[src/rtl/hash_req_arbiter_if.sv]
`default_nettype none
// +--------------------------------------------------------------------------+
// | hash_req_arbiter_if                                                      |
// | Requester handshake and shared hash-unit bus for hash_req_arbiter.       |
// | Rev 1.0                                                                  |
// +--------------------------------------------------------------------------+
interface hash_req_arbiter_if #(
  parameter int NREQ   = 4,
  parameter int VPN_W  = 45,
  parameter int HASH_W = 32
);
  logic [NREQ-1:0]        req_valid;
  logic [NREQ-1:0]        req_ready;
  logic [NREQ*VPN_W-1:0]  req_vpn;
  logic [NREQ-1:0]        rsp_valid;
  logic [NREQ-1:0]        rsp_ready;
  logic [NREQ*HASH_W-1:0] rsp_hash;
  logic [VPN_W-1:0]       hash_vpn;
  logic [HASH_W-1:0]      hash_out;

  // Environment side: requesters plus the hash unit.
  modport master (
    output req_valid, req_vpn, rsp_ready, hash_out,
    input  req_ready, rsp_valid, rsp_hash, hash_vpn
  );

  // Arbiter side.
  modport slave (
    input  req_valid, req_vpn, rsp_ready, hash_out,
    output req_ready, rsp_valid, rsp_hash, hash_vpn
  );
endinterface
`default_nettype wire

[src/rtl/hash_req_arbiter.sv]
`default_nettype none
// +--------------------------------------------------------------------------+
// | hash_req_arbiter                                                         |
// | Round-robin sharing of one fixed-latency hash unit among NREQ requesters.|
// | Optional macro HASH_ARB_PERF_EN adds grant/conflict counters.            |
// | Rev 1.0                                                                  |
// +--------------------------------------------------------------------------+
module hash_req_arbiter #(
  parameter int NREQ     = 4,
  parameter int VPN_W    = 45,
  parameter int HASH_W   = 32,
  parameter int HASH_LAT = 1
) (
  input  logic               clk,
  input  logic               rst_n,
  hash_req_arbiter_if.slave  bus
`ifdef HASH_ARB_PERF_EN
  ,
  output logic [31:0]        grant_cnt,
  output logic [31:0]        conflict_cnt
`endif
);

  localparam int ID_W = $clog2(NREQ);

  logic [NREQ-1:0]        busy_q, busy_d;
  logic [ID_W-1:0]        rr_ptr_q, rr_ptr_d;
  logic [HASH_LAT-1:0]    tag_vld_q, tag_vld_d;
  logic [ID_W-1:0]        tag_id_q [HASH_LAT];
  logic [ID_W-1:0]        tag_id_d [HASH_LAT];
  logic [NREQ-1:0]        rsp_valid_q, rsp_valid_d;
  logic [NREQ*HASH_W-1:0] rsp_hash_q, rsp_hash_d;

  logic [NREQ-1:0]        eligible;
  logic [NREQ-1:0]        grant;
  logic                   grant_any;
  logic [ID_W-1:0]        grant_id;
  logic [ID_W-1:0]        idx;
  logic [ID_W:0]          sum;
  logic [VPN_W-1:0]       hash_vpn_w;

  assign eligible = bus.req_valid & ~busy_q;

  // First eligible requester at or after rr_ptr, wrapping modulo NREQ.
  always_comb begin
    grant_any = 1'b0;
    grant_id  = '0;
    sum       = '0;
    idx       = '0;
    for (int off = 0; off < NREQ; off++) begin
      sum = {1'b0, rr_ptr_q} + (ID_W+1)'(off);
      if (sum >= (ID_W+1)'(NREQ)) sum = sum - (ID_W+1)'(NREQ);
      idx = sum[ID_W-1:0];
      if (!grant_any && eligible[idx]) begin
        grant_any = 1'b1;
        grant_id  = idx;
      end
    end
    grant = grant_any ? (NREQ'(1) << grant_id) : '0;
  end

  always_comb begin
    hash_vpn_w = '0;
    for (int i = 0; i < NREQ; i++) begin
      if (grant[i]) hash_vpn_w = bus.req_vpn[i*VPN_W +: VPN_W];
    end
  end

  always_comb begin
    busy_d   = (busy_q | grant) & ~(rsp_valid_q & bus.rsp_ready);
    rr_ptr_d = rr_ptr_q;
    if (grant_any) rr_ptr_d = (grant_id == ID_W'(NREQ-1)) ? '0 : grant_id + ID_W'(1);

    tag_vld_d[0] = grant_any;
    tag_id_d[0]  = grant_id;
    for (int s = 1; s < HASH_LAT; s++) begin
      tag_vld_d[s] = tag_vld_q[s-1];
      tag_id_d[s]  = tag_id_q[s-1];
    end

    // A pending slot is never the capture target: busy blocks its re-grant.
    rsp_valid_d = rsp_valid_q & ~bus.rsp_ready;
    rsp_hash_d  = rsp_hash_q;
    if (tag_vld_q[HASH_LAT-1]) begin
      for (int k = 0; k < NREQ; k++) begin
        if (tag_id_q[HASH_LAT-1] == ID_W'(k)) begin
          rsp_valid_d[k]                  = 1'b1;
          rsp_hash_d[k*HASH_W +: HASH_W]  = bus.hash_out;
        end
      end
    end
  end

  always_ff @(posedge clk or negedge rst_n) begin
    if (!rst_n) begin
      busy_q      <= '0;
      rr_ptr_q    <= '0;
      tag_vld_q   <= '0;
      rsp_valid_q <= '0;
      rsp_hash_q  <= '0;
      for (int s = 0; s < HASH_LAT; s++) tag_id_q[s] <= '0;
    end else begin
      busy_q      <= busy_d;
      rr_ptr_q    <= rr_ptr_d;
      tag_vld_q   <= tag_vld_d;
      rsp_valid_q <= rsp_valid_d;
      rsp_hash_q  <= rsp_hash_d;
      for (int s = 0; s < HASH_LAT; s++) tag_id_q[s] <= tag_id_d[s];
    end
  end

  assign bus.req_ready = grant;
  assign bus.hash_vpn  = hash_vpn_w;
  assign bus.rsp_valid = rsp_valid_q;
  assign bus.rsp_hash  = rsp_hash_q;

`ifdef HASH_ARB_PERF_EN
  logic [31:0]   grant_cnt_q, grant_cnt_d;
  logic [31:0]   conflict_cnt_q, conflict_cnt_d;
  logic [ID_W:0] n_elig;

  always_comb begin
    n_elig = '0;
    for (int i = 0; i < NREQ; i++) n_elig = n_elig + (ID_W+1)'(eligible[i]);
    grant_cnt_d    = grant_cnt_q + {31'd0, grant_any};
    conflict_cnt_d = conflict_cnt_q + {31'd0, (n_elig > (ID_W+1)'(1))};
  end

  always_ff @(posedge clk or negedge rst_n) begin
    if (!rst_n) begin
      grant_cnt_q    <= '0;
      conflict_cnt_q <= '0;
    end else begin
      grant_cnt_q    <= grant_cnt_d;
      conflict_cnt_q <= conflict_cnt_d;
    end
  end

  assign grant_cnt    = grant_cnt_q;
  assign conflict_cnt = conflict_cnt_q;
`endif

endmodule
`default_nettype wire

[src/flat_wrapper.sv]
// flat-port wrapper written by rule: the top's interface ports become plain ports
module hash_req_arbiter_flat 
#(
  parameter int NREQ     = 4,
  parameter int VPN_W    = 45,
  parameter int HASH_W   = 32,
  parameter int HASH_LAT = 1
)
  (clk, rst_n, bus_req_valid, bus_req_vpn, bus_rsp_ready, bus_hash_out, bus_req_ready, bus_rsp_valid, bus_rsp_hash, bus_hash_vpn);
  hash_req_arbiter_if #(.NREQ(NREQ), .VPN_W(VPN_W), .HASH_W(HASH_W)) bus_i ();
  input  logic clk;
  input  logic rst_n;
  input wire logic [$bits(bus_i.req_valid)-1:0] bus_req_valid;
  input wire logic [$bits(bus_i.req_vpn)-1:0] bus_req_vpn;
  input wire logic [$bits(bus_i.rsp_ready)-1:0] bus_rsp_ready;
  input wire logic [$bits(bus_i.hash_out)-1:0] bus_hash_out;
  output wire logic [$bits(bus_i.req_ready)-1:0] bus_req_ready;
  output wire logic [$bits(bus_i.rsp_valid)-1:0] bus_rsp_valid;
  output wire logic [$bits(bus_i.rsp_hash)-1:0] bus_rsp_hash;
  output wire logic [$bits(bus_i.hash_vpn)-1:0] bus_hash_vpn;
  assign bus_i.req_valid = bus_req_valid;
  assign bus_i.req_vpn = bus_req_vpn;
  assign bus_i.rsp_ready = bus_rsp_ready;
  assign bus_i.hash_out = bus_hash_out;
  assign bus_req_ready = bus_i.req_ready;
  assign bus_rsp_valid = bus_i.rsp_valid;
  assign bus_rsp_hash = bus_i.rsp_hash;
  assign bus_hash_vpn = bus_i.hash_vpn;
  hash_req_arbiter #(.NREQ(NREQ), .VPN_W(VPN_W), .HASH_W(HASH_W), .HASH_LAT(HASH_LAT)) u_core (.clk(clk), .rst_n(rst_n), .bus(bus_i));
endmodule
[config.mk]
export PLATFORM = sky130hd
export DESIGN_NAME = hash_req_arbiter_flat
export DESIGN_NICKNAME = d
export VERILOG_FILES = /design/src/rtl/hash_req_arbiter_if.sv /design/src/rtl/hash_req_arbiter.sv /design/src/flat_wrapper.sv
export SDC_FILE = /design/constraint.sdc
export NUM_CORES = 1
export LEC_CHECK = 0
export BUFFER_PORTS_ARGS = -buffer_cell sky130_fd_sc_hd__buf_2
export CAP_MARGIN = 20
export CORE_AREA = 3 3 154 156
export DETAILED_ROUTE_END_ITERATION = 8
export DIE_AREA = 0 0 157 159
export GPL_TIMING_DRIVEN = 1
export HOLD_SLACK_MARGIN = 0.03
export PLACE_DENSITY = 0.63
export SLEW_MARGIN = 25
export SYNTH_ARGS = -nofsm -noshare
export SYNTH_HDL_FRONTEND = slang
export SYNTH_SLANG_ARGS = --single-unit
[constraint.sdc]
create_clock -name clk -period 2.75 [get_ports clk]
set_input_delay 0.1375 -clock clk [delete_from_list [all_inputs] [get_ports clk]]
set_output_delay 0.1375 -clock clk [all_outputs]
set_load 0.01 [all_outputs]
# Yosys cells after proc, flatten, opt, wreduce, memory -nomap -nowiden
# Index checks and enable logic that the tools add are counted.
# classes
n_addsub,8
n_lt_le_gt_ge,8
n_eq_ne,4
muxes,31
shifts,1
reduce_logical,11
n_bitwise,8
# ops
cell,count
45-bit two-way mux,4
2-bit two-way mux,9
4-bit AND,4
2-bit by 3-bit < comparator with 1-bit output (second input constant),4
1-bit two-way mux,12
4-bit NOT,3
3-bit greater-or-equal comparator (second input constant),3
1-bit binary-select mux with 2-bit select,4
4-bit two-way mux,2
2-bit AND reduction,4
2-bit by 1-bit subtractor with 2-bit output (second input constant),4
2-bit by 2-bit adder with 3-bit output (second input constant),2
2-bit == test (second input constant),3
4-bit OR,1
1-bit by 2-bit << shifter with 4-bit output (first input constant),1
2-bit by 1-bit adder with 3-bit output (second input constant),1
2-bit by 3-bit greater-or-equal comparator with 1-bit output (second input constant),1
1-bit logical AND,3
1-bit logical NOT,3
2-bit by 1-bit adder with 2-bit output (second input constant),1
2-bit by 1-bit == test with 1-bit output (second input constant),1
2-bit logical NOT,1
# totals
inputBits,222
register_bits,141
out_inout_bits,181

# Depth between registers and ports, before layout
# Gate-level depths: netlist of the first run.
# logic_depth
word_depth,20
ltp_mapped,12
ltp_nobuf,10

# Worst setup path after synthesis of the first run
# No wires, ideal clock.
# synth_path
kind,reg-to-output
startpoint,register u_core.busy_q[1]
endpoint,output bus_hash_vpn[14]
arrival_time_ps,2072
stages_incl_launch_ff,11
slack_ps,541
required_ps,2612
n_path_buf,1
cell_sequence,dfrtp_1 > and2b_4 > nor2_1 > a211oi_1 > inv_1 > ha_1 > o41ai_4 > a31oi_4 > buf_4 > a221oi_2 > o21ai_1
# synth_between
elab_chain_len,20
word_cells_on_any_way,30
# synth_lines
element,line_no,source
"start, declared",hash_req_arbiter.sv:26,"logic [NREQ-1:0] busy_q, busy_d;"
"start signal, assigned",hash_req_arbiter.sv:103,busy_q <= busy_d;
4-bit NOT *,hash_req_arbiter.sv:42,assign eligible = bus.req_valid & ~busy_q;
4-bit AND *,hash_req_arbiter.sv:42,
1-bit binary-select mux with 2-bit select,hash_req_arbiter.sv:54,if (!grant_any && eligible[idx]) begin
1-bit two-way mux (implied by the code),hash_req_arbiter.sv:54,
1-bit two-way mux,hash_req_arbiter.sv:54,
1-bit logical NOT,hash_req_arbiter.sv:54,
1-bit logical AND,hash_req_arbiter.sv:54,
1-bit two-way mux,hash_req_arbiter.sv:54,
[... 3 more ...],-,
1-bit logical NOT,hash_req_arbiter.sv:54,
1-bit logical AND,hash_req_arbiter.sv:54,
2-bit two-way mux *,hash_req_arbiter.sv:54,
net u_core.grant_id[0],hash_req_arbiter.sv:37,logic [ID_W-1:0] grant_id;
1-bit by 2-bit << shifter with 4-bit output *,hash_req_arbiter.sv:59,grant = grant_any ? (NREQ'(1) << grant_id) : '0;
4-bit two-way mux *,hash_req_arbiter.sv:59,
45-bit two-way mux (3 in a row),hash_req_arbiter.sv:65,if (grant[i]) hash_vpn_w = bus.req_vpn[i*VPN_W +: VPN_W];
45-bit two-way mux *,hash_req_arbiter.sv:65,
"end, declared",flat_wrapper.sv:20,output wire logic [$bits(bus_i.hash_vpn)-1:0] bus_hash_vpn;
# Mark *: on every way through the listed nets, which the timed path passes. The rest lies on a longest branch. The select of a mux whose other input is x is not followed.

# Worst setup path in the final report of the first run
# layout_path
startpoint,register u_core.rr_ptr_q[1]
endpoint,output bus_hash_vpn[35]
# layout_between
elab_chain_len,20
word_cells_on_any_way,43
# layout_lines
element,line_no,source
"start, declared",hash_req_arbiter.sv:27,"logic [ID_W-1:0] rr_ptr_q, rr_ptr_d;"
"start signal, assigned",hash_req_arbiter.sv:104,rr_ptr_q <= rr_ptr_d;
"parallel branches: the longest is 13 deep, another holds 2-bit by 1-bit adder with 3-bit output",-,
2-bit two-way mux *,hash_req_arbiter.sv:54,
net u_core.grant_id[0],hash_req_arbiter.sv:37,
1-bit by 2-bit << shifter with 4-bit output *,hash_req_arbiter.sv:59,
4-bit two-way mux *,hash_req_arbiter.sv:59,
45-bit two-way mux (3 in a row),hash_req_arbiter.sv:65,
45-bit two-way mux *,hash_req_arbiter.sv:65,
# Mark *: on every way through the listed nets, which the timed path passes. The select of a mux whose other input is x is not followed.

==> results of run 1 <==
==> power breakdown <==
part	total [mW]	switching [mW]	internal (mW)	leakage, nW
Sequential	3.75	0.590	3.16	1.65
Combinational	7.98	4.09	3.88	3.10
Clock	2.32	0.947	1.37	0.296
Total	14.0	5.63	8.42	5.05
==> how the worst max path moves through the flow <==
stage | to | slack (ps) | depth (start not counted)
after floorplan | bus_hash_vpn[14] | 540 | 10
after global placement | bus_hash_vpn[35] | 90 | 12
after detailed placement | bus_hash_vpn[35] | 10 | 12
after CTS | bus_hash_vpn[27] | -70 | 13
after global routing | bus_hash_vpn[41] | -170 | 13
final | bus_hash_vpn[35] | -70 | 13
==> area by class of cell <==
class	instances	area, um2
fill	2099	11800
sequential	141	3530
multi-input combinational	363	3320
timing repair buffer	474	2830
clock buffer	17	425
tap	285	357
clock inverter	15	175
inverter	9	36.3
antenna	6	15.0
==> kinds of logic (layout without fill, tap and decap cells) <==
kind of cell,after synthesis,in the layout,share of synthesized area (%)
buffers and inverters,50,515,4.16
AO/OA/AOI/OAI,161,161,19.1
AND/OR/NAND/NOR,72,73,4.70
flip-flops,141,141,51.0
multiplexers,128,128,20.8
adder cells (fa/ha/maj),1,1,0.181
other,0,6,0
==> cell usage in the layout (no fill, tap or decap), types with 4 or more instances in the layout <==
cell / count
sky130_fd_sc_hd__a221oi_4: 10
sky130_fd_sc_hd__buf_2: 401
sky130_fd_sc_hd__mux2_2: 128
sky130_fd_sc_hd__nand2_1: 48
sky130_fd_sc_hd__nor2_1: 10
sky130_fd_sc_hd__inv_8: 4
sky130_fd_sc_hd__dlygate4sd3_1: 36
sky130_fd_sc_hd__inv_6: 4
sky130_fd_sc_hd__inv_1: 6
sky130_fd_sc_hd__o21ai_1: 45
sky130_fd_sc_hd__clkbuf_16: 21
sky130_fd_sc_hd__buf_4: 23
sky130_fd_sc_hd__a21oi_1: 5
sky130_fd_sc_hd__diode_2: 6
sky130_fd_sc_hd__buf_12: 7
sky130_fd_sc_hd__a221oi_2: 34
sky130_fd_sc_hd__o21ai_0: 50
sky130_fd_sc_hd__dfrtp_1: 141
==> layer usage <==
layer / wire length (um) / GRT usage [%]
met2: 14000 / 37.1
met5: 0 / 0
met1: 10300 / 22.8
met3: 2160 / 6.14
met4: 339 / 5.61
==> state kept, by name, indices dropped and copies added (netlist names) <==
register,flops
u_core.tag_id_q,2
u_core.bus.rsp_hash,128
u_core.bus.rsp_valid,4
u_core.tag_vld_q,1
u_core.busy_q,4
u_core.rr_ptr_q,2
==> synth_stat cells, drive strengths merged <==
cell / n
nor3b: 1
a2bb2oi: 1
o2bb2ai: 1
o21ai: 98
nand2b: 3
nor2b: 2
buf: 19
mux2: 128
dfrtp: 141
a22oi: 1
a21o: 3
o221ai: 1
o41ai: 1
a21oi: 8
and3: 1
clkbuf: 22
a31oi: 1
and2b: 2
a221oi: 45
nand3b: 3
nor2: 11
nand3: 1
a211oi: 1
nand2: 48
ha: 1
inv: 9
==> repair_timing <==
action | 4_1_cts | 5_1_grt
cloned | 2 | 4
buffers inserted | 13 | 1
resized for setup | 26 | 12
endpoints found under the setup margin | 45 | 45
endpoints found under the hold margin | 182 | 0
pin swaps | 13 | 9
hold buffers | 36 | 0
==> worst reg2reg max path: stages (launching register included) <==
cell and delay (ps):
sky130_fd_sc_hd__dfrtp_1 370, sky130_fd_sc_hd__and2b_4 200, sky130_fd_sc_hd__buf_4 130, sky130_fd_sc_hd__buf_4 160
sky130_fd_sc_hd__o21ai_2 250, sky130_fd_sc_hd__and3_2 590, sky130_fd_sc_hd__nor2_1 90, sky130_fd_sc_hd__a21oi_1 120
==> stage by stage <==
stage               instance area, um2  std cells  hold WS, ps
floorplan                         6920        553         -158
CTS                              10500       1300         32.9
detailed placement                9250       1217          142
global route                     10700       1310         40.9
global placement                  9250       1217          135
finish                           10700       1310         40.0
==> run summary, run 1 <==
The detailed-routing iteration count for the pre-antenna-repair pass was 4; the global-route usage over all layers was 20.4%. The number of failing hold endpoints at the final stage came out at 0. Along the worst hold path, the cell count comes to 2. The portion of the clock cycle consumed by the worst path in the final layout was 103%. By instance count, the cell type seen most on the critical path is sky130_fd_sc_hd__buf_12. The share of the core filled with cells in the final layout came out at 47.5%. On the final layout, the worst clock skew is 11.4 ps. The run gives 14.0 mW as the post-route total power.

The logs give 6872 for the number of global-route vias before repair and -75.0 ps for the post-layout worst setup margin. The final layout contains routed wiring with a total length of 26800 um. The type of element launching the critical path was a register. The die width came out at 157 um. The top cell type's share of synthesized area came out at 51.0%. For the worst setup slack before clock tree synthesis, the log shows 13.8 ps.

The longest clock path from root to sink contains 2 buffers. The final reports fail on setup timing. The leading area contributor after synthesis was sky130_fd_sc_hd__dfrtp_1.

Each instance of the synthesized netlist takes up on average 12.5 um2. In this run the most critical hold path is launched from bus_hash_out[14]. The logs give 403 for the count of pins on the block boundary and 8 for the number of antenna violations at the first check in global routing.

STA classifies the critical path endpoint as an output port. The via density per instance is 4.95, and the height of the die is 159 um. The cell sitting at the root of the clock tree is a sky130_fd_sc_hd__clkbuf_16. The count of synthesis-stage warnings from yosys is 0, and the total buffers and inverters traversed by the critical path is 5. The detailed router finished its first iteration with 241 violations.

The critical path is of the register to output port type. The class of the worst hold path was input pin to register. Dividing the detail-routed wire length by the instance count gives 20.5 um.

The worst-case IR drop observed on VDD is 0.662 mV. From synthesis to final layout, the design area changed by 54.5%. For the clock buffer count from CTS, the log shows 17. The tools report the achievable frequency as 354 MHz. The leakage power of the design is 5.05 nW, and the share of final-layout standard cells stronger than drive strength 1 is 65.7%. Setup slack on the worst reg-to-reg path comes out at 760 ps. Entering global routing, the biggest net connects 58 pins.

In this run the worst setup path begins at u_core.rr_ptr_q[1]. In this design, the largest share of critical-path delay is due to compound AO/OA/AOI/OAI gates. For this design, the sink count on the clock tree is 141.

Maximum fanout along the worst path: 9. The standard cell with the maximum stage delay on the critical path was sky130_fd_sc_hd__dfrtp_1. For the total overflow reported by the global router, the log shows 0. Capturing point of the worst reg2reg path: u_core.busy_q[1].

The full die area came out at 0.0250 mm2. Setup violations remaining at the end of the flow were counted as 33. By area the synthesized netlist is led by sky130_fd_sc_hd__dfrtp_1 51%, sky130_fd_sc_hd__mux2_2 21%, sky130_fd_sc_hd__a221oi_2 8.7%. The worst path required time was 2610 ps; the via count was 6479. The floorplan has 55 rows. The congestion estimate from routability-driven global placement came to 0.846. The count of buffers added on input and output ports is 402. TritonCTS built the clock tree. The post-synthesis sequential area ratio is 51.0%. Max-cap violations in this run came to 0. The cell area power density works out to 1310 mW/mm2.

For the worst flop-to-flop path, the logic depth is 7. The first-pass GRT wire length was 39500 um; the area of the core region was 0.0225 mm2. Counting distinct cell types in the post-synthesis netlist gives 35. Setup repair after global routing could not meet its margin everywhere. After clock tree synthesis, the clock-pin slew on the worst setup and hold paths is 60 ps.

The pin slew with the least headroom to its limit works out to 565 ps. The number of H-tree levels is 4. The synthesized netlist occupies a cell area of 0.00692 mm2. Traced cell by cell, the critical path runs through buf_4, a21oi_2, nor2_1, a211oi_2, inv_1, ha_2, o41ai_4, a31oi_4, buf_12, buf_12, a221oi_2, o21ai_2, buf_2.

In this run the critical register-to-register path is launched from u_core.busy_q[3]. For the worst setup path, the data arrival time is 2690 ps. For the net count reported at finish, the log shows 1229. The later pin in the worst-skew pair is clocked with a latency of 410 ps. The run finished, with violations left. The logs give 19400 um for the total half-perimeter wirelength after legalization and detailed placement and 0 for the final antenna-violating net count.

The worst hold path terminates at u_core.bus.rsp_hash[78]. The routed design could run at a clock period as short as 2820 ps. For the final routed database, the setup TNS stands at -760 ps. Synthesis produced a netlist whose cell count is 553.

In this run, synthesis produced a sequential element count of 141. The starting utilization of the core area is 30.7%, and the number of remaining DRC errors is 0. The total nets after synthesis is 776. The tools report the relative max-transition margin as 62.3%. The final count of pins violating max slew was 0; the delay of the slowest cell on the worst path was 400 ps.
Power figures use the tool's default switching activity.
==> inputs of run 2 (changes only) <==
Settings changed: RECOVER_POWER from default to 100.
==> run summary, run 2 (same netlist as run 1, synthesis figures left out) <==
The maximum number of pins on one net before global-route repair is 58 (unchanged), and the fraction of met1 tracks used by global routing is 22.8% (unchanged). The share of final-layout standard cells stronger than drive strength 1 works out to 52.6% (was 65.7%). Height of the die: 159 um (unchanged). The share of the core filled with cells in the final layout is 46.6% (was 47.5%).

The number of flip-flops under the largest register name came out at 128 (unchanged). TritonCTS built the clock tree. For the final count of pins violating max slew, the log shows 0 (unchanged).

The post-placement cell count was 1217 (unchanged); the final antenna-violating net count was 0 (unchanged). The maximum fanout along the worst path works out to 9 (unchanged). Most frequent cell on the critical path: sky130_fd_sc_hd__buf_12 (unchanged). The buffer type at the clock tree root is sky130_fd_sc_hd__clkbuf_16 (unchanged). Failing checks: setup timing (unchanged).

The full die area is 0.0250 mm2 (unchanged). Kind of end point of the critical path: an output port (unchanged). The run finished, with violations left. Leading cell types in the layout, fill and taps excluded: 269 x sky130_fd_sc_hd__buf_2, 141 x sky130_fd_sc_hd__dfrtp_1, 132 x sky130_fd_sc_hd__clkbuf_1 (was 401 x sky130_fd_sc_hd__buf_2, 141 x sky130_fd_sc_hd__dfrtp_1, 128 x sky130_fd_sc_hd__mux2_2).

The logs give 26700 um (was 26800 um) for the overall routed net length and 39500 um (unchanged) for the first-pass GRT wire length. Class of the worst hold path: input pin to register (unchanged). The post-layout worst setup margin was -69.0 ps (was -75.0 ps). Clock slew seen by the registers of the worst setup and hold paths: 60 ps (about the same). The number of core rows is 55 (unchanged), and the number of H-tree levels is 4 (unchanged).

The number of fill cells was 2180 (was 2099); the clock buffer count from CTS was 17 (unchanged). The number of failing hold endpoints at the final stage was 0 (unchanged). The run gives 355 MHz (was 354 MHz) as the achievable frequency. The minimum clock period after layout came out at 2820 ps (about the same).

The leakage power of the design came out at 4.67 nW (was 5.05 nW). Leading cell type in the layout, fill and taps excluded: sky130_fd_sc_hd__buf_2 (unchanged). Final clock skew: 10.8 ps (was 11.4 ps).

The pin slew with the least headroom to its limit came out at 1470 ps (was 565 ps). The post-route total power came out at 13.8 mW (was 14.0 mW). The die width is 157 um (unchanged), and the maximum VDD drop is 0.614 mV (was 0.662 mV).

For the area of the core region, the log shows 0.0225 mm2 (unchanged). The final instance count without filler cells came out at 1310 (unchanged). The logs give 19400 um (unchanged) for the total half-perimeter wirelength after legalization and detailed placement and 6.14% (unchanged) for the routing usage on met3. Standard cell with the maximum stage delay on the critical path: sky130_fd_sc_hd__dfrtp_1 (unchanged).

The critical path data arrival time is 2680 ps (was 2690 ps). The initial detailed-routing violation count was 246 (was 241); the delay of the slowest cell on the worst path was 400 ps (about the same). The number of maximum-capacitance constraint violations came out at 0 (unchanged). The TritonCTS sink count is 141 (unchanged), and the global-route usage over all layers is 20.4% (unchanged). The relative max-transition margin was 2.27% (was 62.3%). The run gives 0.846 (unchanged) as the global placer's final weighted congestion. For the starting utilization of the core area, the log shows 30.7% (unchanged). CP Cell Sequence: buf_4, a21oi_2, nor2_1, a211oi_2, inv_1, ha_2, o41ai_4, a31oi_4, buf_12, buf_12, a221oi_2, o21ai_2, buf_2 (unchanged).

Type of element launching the critical path: a register (unchanged). The total area of sequential cells is 0.00353 mm2 (unchanged), and the via count is 6466 (was 6479). Cell area power density: 1310 mW/mm2 (about the same). The maximum buffer depth of the clock tree is 2 (unchanged), and the detailed-routing iteration count for the pre-antenna-repair pass is 4 (unchanged). The total setup violations reported at the end of the flow is 31 (was 33), and the count of pins on the block boundary is 403 (unchanged).

Most used routing layer: met2 (unchanged). The tools report the fraction of met2 tracks used by global routing as 37.1% (unchanged). The logs give 6872 (unchanged) for the number of global-route vias before repair and 0 (unchanged) for the number of remaining DRC errors. The number of antenna violations at the first check in global routing was 8 (unchanged); the area growth from synthesis to layout was 51.6% (was 54.5%). The run gives 1229 (unchanged) as the net count reported at finish. The critical setup path kind was register to output port (unchanged). Setup repair after global routing could not meet its margin everywhere.

The portion of the clock cycle consumed by the worst path in the final layout is 103% (about the same). The area of combinational cells with multiple inputs was 0.00331 mm2 (was 0.00332 mm2). Clock insertion delay at the later pin of the skew report: 410 ps (about the same). The via density per instance is 4.94 (was 4.95), and the worst path required time is 2610 ps (about the same). The total overflow reported by the global router came out at 0 (unchanged). The number of buffer cells added on primary ports is 402 (unchanged).

The wire length per cell after detailed routing was 20.4 um (was 20.5 um).
[run 2: changes by cell type in the layout (fill, tap and decap cells not counted)]
cell and delta:
sky130_fd_sc_hd__buf_4 -4, sky130_fd_sc_hd__clkbuf_1 +132, sky130_fd_sc_hd__buf_6 -1, sky130_fd_sc_hd__buf_2 -132, sky130_fd_sc_hd__nand3_1 +1, sky130_fd_sc_hd__nand3_2 -1, sky130_fd_sc_hd__buf_12 -1, sky130_fd_sc_hd__clkbuf_2 +6
[run 2: metal layers]
layer | share of wire (%) | vias up
met5 | 0 | -
met4 | 1.1 | 0
met3 | 8.3 | 19
met2 | 53 | 302
met1 | 38 | 3183
li1 | - | 2962
[run 2: cell type report]
class                           instances  area share [%]
Clock buffer                           17            4.06
Sequential cell                       141            33.6
Clock inverter                         15            1.67
Timing Repair Buffer                  474            25.2
Tap cell                              285            3.40
Multi-Input combinational cell        363            31.6
Antenna cell                            6           0.143
Inverter                                9           0.346
[run 2: power breakdown]
part	switching (mW)	internal [mW]	total [mW]	leakage [nW]
Combinational	4.08	3.60	7.67	2.72
Clock	0.947	1.37	2.32	0.296
Sequential	0.606	3.16	3.77	1.65
[run 2: path summary, 6_finish.rpt]
kind                            cells after the start                       end                     from  slack (ps)
worst max-delay path                               13          bus_hash_vpn[35]       u_core.rr_ptr_q[1]         -70
worst min-delay path                                2   u_core.bus.rsp_hash[78]         bus_hash_out[14]          40
worst max register to register                      3   u_core.bus.rsp_hash[72]       u_core.tag_id_q[0]         690
worst min register to register                      1          u_core.busy_q[1]  u_core.bus.rsp_valid[1]         470
max in group asynchronous                           3   u_core.bus.rsp_hash[29]                    rst_n         670
min in group asynchronous                           2  u_core.bus.rsp_hash[108]                    rst_n         610
[run 2: critical path: cells and delay by family (launching register included)]
| family | cells | cell delay [ps] |
|---|---|---|
| flip-flops | 1 | 400 |
| AND/OR/NAND/NOR | 1 | 60 |
| AO/OA/AOI/OAI | 6 | 900 |
| buffers and inverters | 5 | 710 |
| adder cells (fa/ha/maj) | 1 | 200 |
[run 2: what timing repair did]
item	4_1_cts	5_1_grt
hold buffers	36	0
gates cloned	2	4
hold endpoints to repair	182	0
gates resized for setup	26	12
pin swaps	13	9
endpoints found under the setup margin	45	45
buffers inserted	13	1
[run 2: through the flow]
step | cell area [um2] | TNS, ps | setup WS [ps] | hold WS (ps)
finish | 10500 | -698 | -69.0 | 44.9
global route | 10500 | -6330 | -174 | 40.9
CTS | 10500 | -528 | -69.6 | 32.9
detailed placement | 9250 | 0 | 13.8 | 142
global placement | 9250 | 0 | 91.2 | 135
floorplan | 6920 | 0 | 541 | -158
==> inputs of run 3 (changes only) <==
Settings changed: SKIP_LAST_GASP from default to 1.
==> run summary, run 3 (same netlist as run 1, synthesis figures left out) <==
The run finished, with violations left. Failing checks: setup timing (unchanged). Portion of the clock cycle consumed by the worst path in the final layout: 103% (unchanged).

The run gives 0.00925 mm2 (unchanged) as the total placed instance area. The starting utilization of the core area was 30.7% (unchanged); the achievable frequency was 355 MHz (unchanged). The number of maximum-capacitance constraint violations was 0 (unchanged); the via density per instance was 4.94 (about the same). The leading cell type in the layout, fill and taps excluded was sky130_fd_sc_hd__buf_2 (unchanged). The pin slew with the least headroom to its limit came out at 1470 ps (unchanged).

The number of H-tree levels is 4 (unchanged), and the number of buffer cells added on primary ports is 402 (unchanged). Setup repair after global routing could not meet its margin everywhere. TritonCTS built the clock tree. The tools report the type of element launching the critical path as a register (unchanged). The leakage power of the design is 4.67 nW (unchanged). Critical path data arrival time: 2680 ps (about the same).

The tools report the TritonCTS sink count as 141 (unchanged). The capturing point of the worst reg2reg path is u_core.bus.rsp_hash[72] (unchanged). For the global placer's final weighted congestion, the log shows 0.846 (unchanged). The clock insertion delay at the later pin of the skew report is 410 ps (about the same), and the number of failing hold endpoints at the final stage is 0 (unchanged).

The post-placement cell count came out at 1217 (unchanged). The logs give 44.9 ps (unchanged) for the worst slack on hold paths and 0 (unchanged) for the final count of pins violating max slew. The post-route cell area was 0.0105 mm2 (unchanged). The number of core rows is 55 (unchanged). The length in cells of the worst reg-to-reg path came out at 3 (unchanged).

The worst setup slack before clock tree synthesis was 13.8 ps (unchanged); the overall routed net length was 26700 um (unchanged). Worst path required time: 2610 ps (about the same). The buffer type at the clock tree root was sky130_fd_sc_hd__clkbuf_16 (unchanged).

The maximum number of pins on one net before global-route repair is 58 (unchanged), and the minimum clock period after layout is 2820 ps (unchanged). The relative max-transition margin was 2.27% (unchanged); the net count reported at finish was 1229 (unchanged). The share of final-layout standard cells stronger than drive strength 1 was 52.6% (unchanged).

The final clock skew is 10.8 ps (unchanged), and the clock buffer count from CTS is 17 (unchanged). Kind of end point of the critical path: an output port (unchanged). For the area of the core region, the log shows 0.0225 mm2 (unchanged).

The hold-critical path endpoint is u_core.bus.rsp_hash[78] (unchanged). Clock slew seen by the registers of the worst setup and hold paths: 60 ps (about the same). The logs give 39500 um (unchanged) for the first-pass GRT wire length and 19400 um (unchanged) for the total half-perimeter wirelength after legalization and detailed placement. The post-layout worst setup margin is -69.0 ps (unchanged), and the die width is 157 um (unchanged). The final antenna-violating net count is 0 (unchanged). The tools report the start point of the worst min-delay path as bus_hash_out[14] (unchanged). The maximum VDD drop was 0.614 mV (unchanged); the count of pins on the block boundary was 403 (unchanged). Leading cell types in the layout, fill and taps excluded: 269 x sky130_fd_sc_hd__buf_2, 141 x sky130_fd_sc_hd__dfrtp_1, 132 x sky130_fd_sc_hd__clkbuf_1 (unchanged). The post-route total power was 13.8 mW (about the same); the height of the die was 159 um (unchanged). For the global-route usage over all layers, the log shows 20.4% (unchanged). The wire length per cell after detailed routing is 20.4 um (unchanged), and the worst hold path stage count is 2 (unchanged). The maximum fanout along the worst path works out to 9 (unchanged). The class of the worst hold path was input pin to register (unchanged). The number of flip-flops under the largest register name works out to 128 (unchanged). The run gives 8 (unchanged) as the number of antenna violations at the first check in global routing.

The run gives 2180 (unchanged) as the number of fill cells. Number of remaining DRC errors: 0 (unchanged). The critical setup path kind was register to output port (unchanged). The initial detailed-routing violation count was 253 (was 246); the full die area was 0.0250 mm2 (unchanged). The logs give 6468 (was 6466) for the via count and 690 ps (about the same) for the reg2reg setup slack. The tools report the reg-to-reg startpoint as u_core.tag_id_q[0] (unchanged). The cell area power density is 1310 mW/mm2 (about the same).

The tools report the number of global-route vias before repair as 6872 (unchanged). The detailed-routing iteration count for the pre-antenna-repair pass is 4 (unchanged). Area growth from synthesis to layout: 51.6% (unchanged). For the maximum buffer depth of the clock tree, the log shows 2 (unchanged). Final instance count without filler cells: 1310 (unchanged). Total setup violations reported at the end of the flow: 31 (unchanged). For the total overflow reported by the global router, the log shows 0 (unchanged).
## run 3: cell type report
cell class                      instances  area (um2)  share of cell area (%)
Tap cell                              285         357                    3.40
Timing Repair Buffer                  474        2640                    25.2
Clock inverter                         15         175                    1.67
Clock buffer                           17         425                    4.06
Inverter                                9        36.3                   0.346
Sequential cell                       141        3530                    33.6
Antenna cell                            6        15.0                   0.143
Multi-Input combinational cell        363        3310                    31.6
## run 3: power breakdown
| group | switching, mW | internal, mW | leakage (nW) |
|---|---|---|---|
| Clock | 0.947 | 1.37 | 0.296 |
| Combinational | 4.08 | 3.60 | 2.72 |
| Sequential | 0.606 | 3.16 | 1.65 |
## run 3: worst max path at each step
stage / startpoint / end / slack [ps]
6_report: u_core.rr_ptr_q[1] / bus_hash_vpn[35] / -70
4_1_cts: u_core.busy_q[1] / bus_hash_vpn[27] / -70
3_5_place_dp: u_core.busy_q[0] / bus_hash_vpn[35] / 10
3_3_place_gp: u_core.busy_q[0] / bus_hash_vpn[35] / 90
2_1_floorplan: u_core.busy_q[1] / bus_hash_vpn[14] / 540
5_1_grt: u_core.busy_q[0] / bus_hash_vpn[41] / -170
## run 3: timing repair
action | in CTS | in global routing
hold buffers | 36 | 0
buffers inserted | 13 | 1
endpoints found under the hold margin | 182 | 0
endpoints found under the setup margin | 45 | 45
pin swaps | 13 | 9
cloned | 2 | 4
gates resized for setup | 26 | 12
## run 3: critical path, cell delays in order, from the launching register on
cell                       delay (ps)
sky130_fd_sc_hd__dfrtp_1          400
sky130_fd_sc_hd__buf_4            170
sky130_fd_sc_hd__a21oi_2          110
sky130_fd_sc_hd__nor2_1            60
sky130_fd_sc_hd__a211oi_2         260
sky130_fd_sc_hd__inv_1             80
sky130_fd_sc_hd__ha_2             200
sky130_fd_sc_hd__o41ai_4           70
sky130_fd_sc_hd__a31oi_4           60
sky130_fd_sc_hd__buf_12           170
sky130_fd_sc_hd__buf_12           140
sky130_fd_sc_hd__a221oi_2         290
sky130_fd_sc_hd__o21ai_2          110
sky130_fd_sc_hd__buf_2            150
## run 3: stage by stage
step           setup TNS, ps  util, %
5_1_grt                -6330     46.6
3_3_place_gp               0     41.1
6_report                -698     46.6
4_1_cts                 -528     46.7
2_1_floorplan              0        -
3_5_place_dp               0     41.1
## run 3: per-layer routing
layer  up-vias  share of wire, %  track usage (%)
li1       2962                 -                -
met1      3185                38             22.8
met3        19               8.3             6.14
met4         0               1.1             5.61
met2       302                53             37.1
met5         -                 0                0
